--- config.mk ---
export PLATFORM = sky130hd
export DESIGN_NAME = boot_loader
export DESIGN_NICKNAME = d
export VERILOG_FILES = /design/src/rtl/boot_pkg.sv /design/src/rtl/boot_loader.sv
export SDC_FILE = /design/constraint.sdc
export NUM_CORES = 1
export LEC_CHECK = 0
export ABC_AREA = 1
export CAP_MARGIN = 15
export CORE_ASPECT_RATIO = 0.7
export CORE_UTILIZATION = 40
export DETAILED_ROUTE_END_ITERATION = 10
export PLACE_DENSITY = 0.66
export SYNTH_ARGS = -nofsm -noshare
export SYNTH_HDL_FRONTEND = slang
export SYNTH_SLANG_ARGS = --single-unit
--- constraint.sdc ---
create_clock -name clk -period 1.75 [get_ports clk]
set_clock_uncertainty 0.2 [all_clocks]
set_input_delay 0.2625 -clock clk [delete_from_list [all_inputs] [get_ports clk]]
set_output_delay 0.2625 -clock clk [all_outputs]
set_load 0.01 [all_outputs]
--- src/rtl/boot_pkg.sv ---
// Shared types and defaults for the boot-time ROM-to-RAM copier.
// ADDR_SIZE / WORD_SIZE normally come from top_macro.vh; fall back to 16 bits if not yet defined.
`ifndef ADDR_SIZE
`define ADDR_SIZE 16
`endif
`ifndef WORD_SIZE
`define WORD_SIZE 16
`endif

package boot_pkg;

    typedef enum logic [2:0] {
        IDLE,
        ADDR,
        READ,
        WRITE,
        DONE
    } boot_state_t;

    localparam int DEFAULT_ADDR_STEP  = 2;
    localparam int DEFAULT_BOOT_WORDS = 16;
    localparam int DEFAULT_BASE_ADDR  = 0;

    // Byte address of the last word copied, computed wide enough to expose any wrap.
    function automatic longint last_copy_addr(input int base, input int words, input int step);
        return longint'(base) + longint'(words - 1) * longint'(step);
    endfunction

endpackage

--- src/rtl/boot_loader.sv ---
// Copies BOOT_WORDS words from the instruction ROM into RAM at reset time, holding the CPU until done.
// Optional macro BOOT_CHECKSUM_EN adds a running modulo-2^WORD_SIZE checksum output.
`ifndef ADDR_SIZE
`define ADDR_SIZE 16
`endif
`ifndef WORD_SIZE
`define WORD_SIZE 16
`endif

module boot_loader
    import boot_pkg::*;
#(
    parameter int BOOT_WORDS = DEFAULT_BOOT_WORDS,
    parameter int ADDR_STEP  = DEFAULT_ADDR_STEP,
    parameter int BASE_ADDR  = DEFAULT_BASE_ADDR
) (
    input  logic                   clk,
    input  logic                   reset,
    input  logic                   start,
    output logic                   boot,
    output logic [`ADDR_SIZE-1:0]  rom_addr,
    input  logic [`WORD_SIZE-1:0]  bus_data,
    output logic [`ADDR_SIZE-1:0]  ram_addr,
    output logic [`WORD_SIZE-1:0]  ram_wdata,
    output logic                   ram_wr_en,
    output logic                   cpu_hold,
    output logic                   busy,
    output logic                   done
`ifdef BOOT_CHECKSUM_EN
    ,
    output logic [`WORD_SIZE-1:0]  checksum
`endif
);

    localparam int     AW        = `ADDR_SIZE;
    localparam longint ADDR_SPAN = longint'(1) << AW;

    localparam logic [AW-1:0] BASE     = AW'(BASE_ADDR);
    localparam logic [AW-1:0] STEP     = AW'(ADDR_STEP);
    localparam logic [AW-1:0] LAST_CNT = AW'(BOOT_WORDS - 1);

    // Bad parameter sets are rejected at elaboration; the hardware never checks for wrap.
    generate
        if (BOOT_WORDS < 1 || longint'(BOOT_WORDS) > (ADDR_SPAN >> 1)) begin : g_bad_words
            $error("boot_loader: BOOT_WORDS=%0d outside 1..2^(ADDR_SIZE-1)", BOOT_WORDS);
        end
        if (last_copy_addr(BASE_ADDR, BOOT_WORDS, ADDR_STEP) >= ADDR_SPAN) begin : g_addr_wrap
            $error("boot_loader: copy window starting at %0d wraps past the top address", BASE_ADDR);
        end
    endgenerate

    boot_state_t   state;
    boot_state_t   state_next;
    logic [AW-1:0] word_cnt;
    logic          last_word;
    logic          start_accept;

    assign last_word = (word_cnt == LAST_CNT);

    always_ff @(posedge clk) begin
        // NOTE: reset is synchronous, so it is tested inside the clocked branch, not in the sensitivity list.
        if (reset) begin
            state <= IDLE;
        end else begin
            state <= state_next;
        end
    end

    always_comb begin
        // NOTE: every signal driven here is defaulted first, so no path through the case can infer a latch.
        state_next   = state;
        start_accept = 1'b0;
        boot         = 1'b0;
        busy         = 1'b0;
        done         = 1'b0;
        cpu_hold     = 1'b1;
        ram_wr_en    = 1'b0;

        unique case (state)
            IDLE: begin
                if (start) begin
                    start_accept = 1'b1;
                    state_next   = ADDR;
                end
            end
            ADDR: begin
                boot       = 1'b1;
                busy       = 1'b1;
                state_next = READ;
            end
            READ: begin
                boot       = 1'b1;
                busy       = 1'b1;
                state_next = WRITE;
            end
            WRITE: begin
                boot       = 1'b1;
                busy       = 1'b1;
                ram_wr_en  = 1'b1;
                state_next = last_word ? DONE : ADDR;
            end
            DONE: begin
                done     = 1'b1;
                cpu_hold = 1'b0;
                if (start) begin
                    start_accept = 1'b1;
                    state_next   = ADDR;
                end
            end
            default: state_next = IDLE;
        endcase
    end

    // Address generator and capture registers; the ROM address is held through ADDR so the bus settles.
    always_ff @(posedge clk) begin
        if (reset) begin
            rom_addr  <= '0;
            word_cnt  <= '0;
            ram_addr  <= '0;
            ram_wdata <= '0;
        end else begin
            // NOTE: non-blocking updates let READ capture the rom_addr from before this edge.
            if (start_accept) begin
                rom_addr <= BASE;
                word_cnt <= '0;
            end else if (state == WRITE && !last_word) begin
                rom_addr <= rom_addr + STEP;
                word_cnt <= word_cnt + AW'(1);
            end
            if (state == READ) begin
                ram_wdata <= bus_data;
                ram_addr  <= rom_addr;
            end
        end
    end

`ifdef BOOT_CHECKSUM_EN
    always_ff @(posedge clk) begin
        if (reset || start_accept) begin
            checksum <= '0;
        end else if (state == READ) begin
            checksum <= checksum + bus_data;
        end
    end
`endif

endmodule

==> impl_metrics.toml <==
[worst_setup_path]
timing.setup.critical_path_class = "register to output pin"
path_max_fanout = 5
arrival_ns = 1.26
critical_path.n_buffers_inverters = 1
critPathRequiredTime_ns = 1.29
slowest_delay_ns = 0.55
critPathTopFamily = "buffers and inverters"
regToRegSetupSlack_ns = 0.08
critPathSlowestCell = "sky130_fd_sc_hd__clkdlybuf4s50_1"
path_cells = "clkdlybuf4s50_1"
cp-start-kind = "register"
setup.worst_path.end_class = "output pin"

[cells_and_area]
most-common-layout-cells = "sky130_fd_sc_hd__nand2_1 (109), sky130_fd_sc_hd__clkdlybuf4s50_1 (53), sky130_fd_sc_hd__dfxtp_1 (50), sky130_fd_sc_hd__a21oi_1 (47), sky130_fd_sc_hd__nand4_1 (43)"
area_growth_syn_to_layout_pct = 45.20
final_common_cell = "sky130_fd_sc_hd__nand2_1"
share_of_final_layout_standard_cells_stronger_than_drive_strength_1_pct = 21.82
final_net_count = 567
final-instance-count-excl-fill = 648
antenna-diode-count = 0
fillers = 673

[synthesis]
postSynthRegisterBits = 65
synth_cell_types = 29
synth.area.mux_share_pct = 0
portion_of_the_post_synthesis_area_used_by_sequential_elements_pct = 40.59
synth_top_family_by_area = "simple AND/OR/NAND/NOR gates"
post_synth_xor_area_fraction_pct = 3.279
synthDominantCellAreaShare_pct = 40.59
post-synth-top-area-cell = "sky130_fd_sc_hd__dfxtp_1"
syn_avg_cell_area_um2 = 7.187
synth_simple_gate_area_share_pct = 34.27
synthesis.instances = 446
cell_area_after_technology_mapping_um2 = 3206
post_synth_fa_ha_maj_area_fraction_pct = 0.7806
ys_top_cells_by_area = "sky130_fd_sc_hd__dfxtp_1 (41%), sky130_fd_sc_hd__nand2_1 (13%), sky130_fd_sc_hd__nand4_1 (8.4%)"
complex_gate_fraction_of_the_synthesized_area_pct = 12.18
warnings_from_yosys = 0

[place]
dp_cells = 628
port_buffers = 69
final_weighted_congestion_of_routability_driven_global_placement = 0.8227
dp.final_hpwl_mm = 6.494
preCtsSetupSlack_ns = -0.1324

[die]
io-pin-count = 72
width_of_the_die_um = 109.0
die_h_um = 76.90
floorplan.rows = 26
floorplan.initialDensity_pct = 42.66
die_area_um2 = 8382
coreArea_um2 = 7515

[hold_path]
timing.hold.worst.class = "register to register"

[detailed_routing]
post_drt_wl_per_cell_um = 14.35
detail_route.first_pass.iterations = 5
drtAntennaViolNets = 0
drt_drc_violations_left = 0
first_iter_violations = 170
routed_wl_mm = 9.300
vias = 3324
drt-met1-wl_mm = 4.390
post_drt_via_cell_ratio = 5.130
routed-wl-met2_mm = 4.058
detailroute.wirelength.met3_um = 691
maxUsedRoutingLayer = "met4"

[global_route]
grt_antenna_before_repair = 0
global_route_congestion_overflow_total = 0
grt_start_max_net_pins = 28
grt_first_pass_wirelength_mm = 14.90
grt_pass1_vias = 3148
grt_usage_pct = 22.82

[pwr]
total_leakage_power_nw = 1.808
ir_worst_vdd_v = 0.0005268
total_power_mw = 4.114
powerDensity_nw_per_um2 = 883.9

[clock_tree]
worstSkewPairLatency_ns = 0.33
clk_root_buffer_cell = "sky130_fd_sc_hd__clkbuf_16"
number_of_hold_repair_buffers_added_at_the_cts_stage = 0
clock_tree_from_tritoncts = "built"
cts_max_path_buffers = 2
cts_made_buffers = 9
cts.sinks = 65
clock_pin_slew_on_the_worst_setup_and_hold_paths_ns = 0.05
cts-htree-levels = 3

[run]
cap_violations = 0

[sta]
setup-tns-final_ns = 0
hold_viol_final = 0
rsz0062_at_grt = "false"
maxClockFrequency_mhz = 580.6
worst_slack_ns = 0.02771
finalMaxSlewViolations = 0
setup_viols_final = 0
timing.final.crit_period_ns = 1.722
period_share_pct = 98.42

[outcome]
run_status = "completed"
==> stage by stage <==
stage | hold slack [ns] | util (%) | area [µm²]
final | 0.2595 | 61.94 | 4654
after global routing | 0.2791 | 61.94 | 4654
after CTS | 0.2636 | 60.44 | 4542
after detailed placement | 0.2565 | 56.08 | 4214
after global placement | 0.2452 | 56.08 | 4214
after floorplan | 0.2369 | - | 3209
==> path summary, 6_finish.rpt <==
| path | startpoint | end | cells past startpoint |
|---|---|---|---|
| worst max-delay path | rom_addr[3]$_SDFFE_PP0P_ | rom_addr[3] | 1 |
| worst min-delay path | ram_wdata[0]$_SDFFE_PP0P_ | ram_wdata[0]$_SDFFE_PP0P_ | 2 |
| worst max register to register | word_cnt[1]$_SDFFE_PP0P_ | rom_addr[15]$_SDFFE_PP0P_ | 8 |
| worst min register to register | ram_wdata[0]$_SDFFE_PP0P_ | ram_wdata[0]$_SDFFE_PP0P_ | 2 |
==> cells in the mapped netlist (all sizes together) <==
master / n
o21ai: 7
inv: 32
nand2: 123
a211oi: 1
xnor2: 4
clkbuf: 13
buf: 15
conb: 1
a21oi: 59
or2: 1
xor2: 8
nor2: 49
nand3: 21
nor3: 2
nand4: 43
dfxtp: 65
ha: 2
==> timing repair <==
item | CTS | global route
setup buffers | 1 | 3
hold endpoints to repair | 0 | 0
gates cloned | 0 | 1
pin swaps | 10 | 9
resized for setup | 30 | 28
endpoints found under the setup margin | 45 | 41
==> report_power, final <==
part	switching (mW)	internal [mW]	leakage, nW
Sequential	0.0464	1.54	0.534
Combinational	0.412	0.318	1.13
Clock	0.633	1.17	0.148
Total	1.09	3.02	1.81
==> logic make-up (layout without fill, tap and decap cells) <==
| group | count (synthesis) | count (layout) |
|---|---|---|
| compound gates | 67 | 68 |
| xor+xnor | 12 | 12 |
| simple gates | 239 | 239 |
| buf+inv | 60 | 162 |
| fa+ha+maj | 2 | 2 |
| other cells | 1 | 2 |
| flops | 65 | 65 |
==> layer usage <==
metal | vias up | track usage, %
met5 | - | 0
met4 | 0 | 7.162
met3 | 16 | 6.718
met2 | 128 | 34.65
met1 | 1505 | 30.79
li1 | 1675 | -
==> cell type report <==
cell class	count	area [µm²]	share of cell area, %
multi-input combinational	323	1703	36.59
inverter	32	120.1	2.581
clock inverter	3	40.04	0.8602
timing repair buffer	115	1082	23.25
tap	98	122.6	2.634
sequential	65	1330	28.58
clock buffer	12	256.5	5.511
==> sequential cells by signal, summed over array words and instances (netlist names) <==
| signal | flops |
|---|---|
| ram_addr | 15 |
| word_cnt | 16 |
| state | 3 |
| ram_wdata | 16 |
| rom_addr | 15 |
No activity file was read; power rests on OpenSTA's default activity.
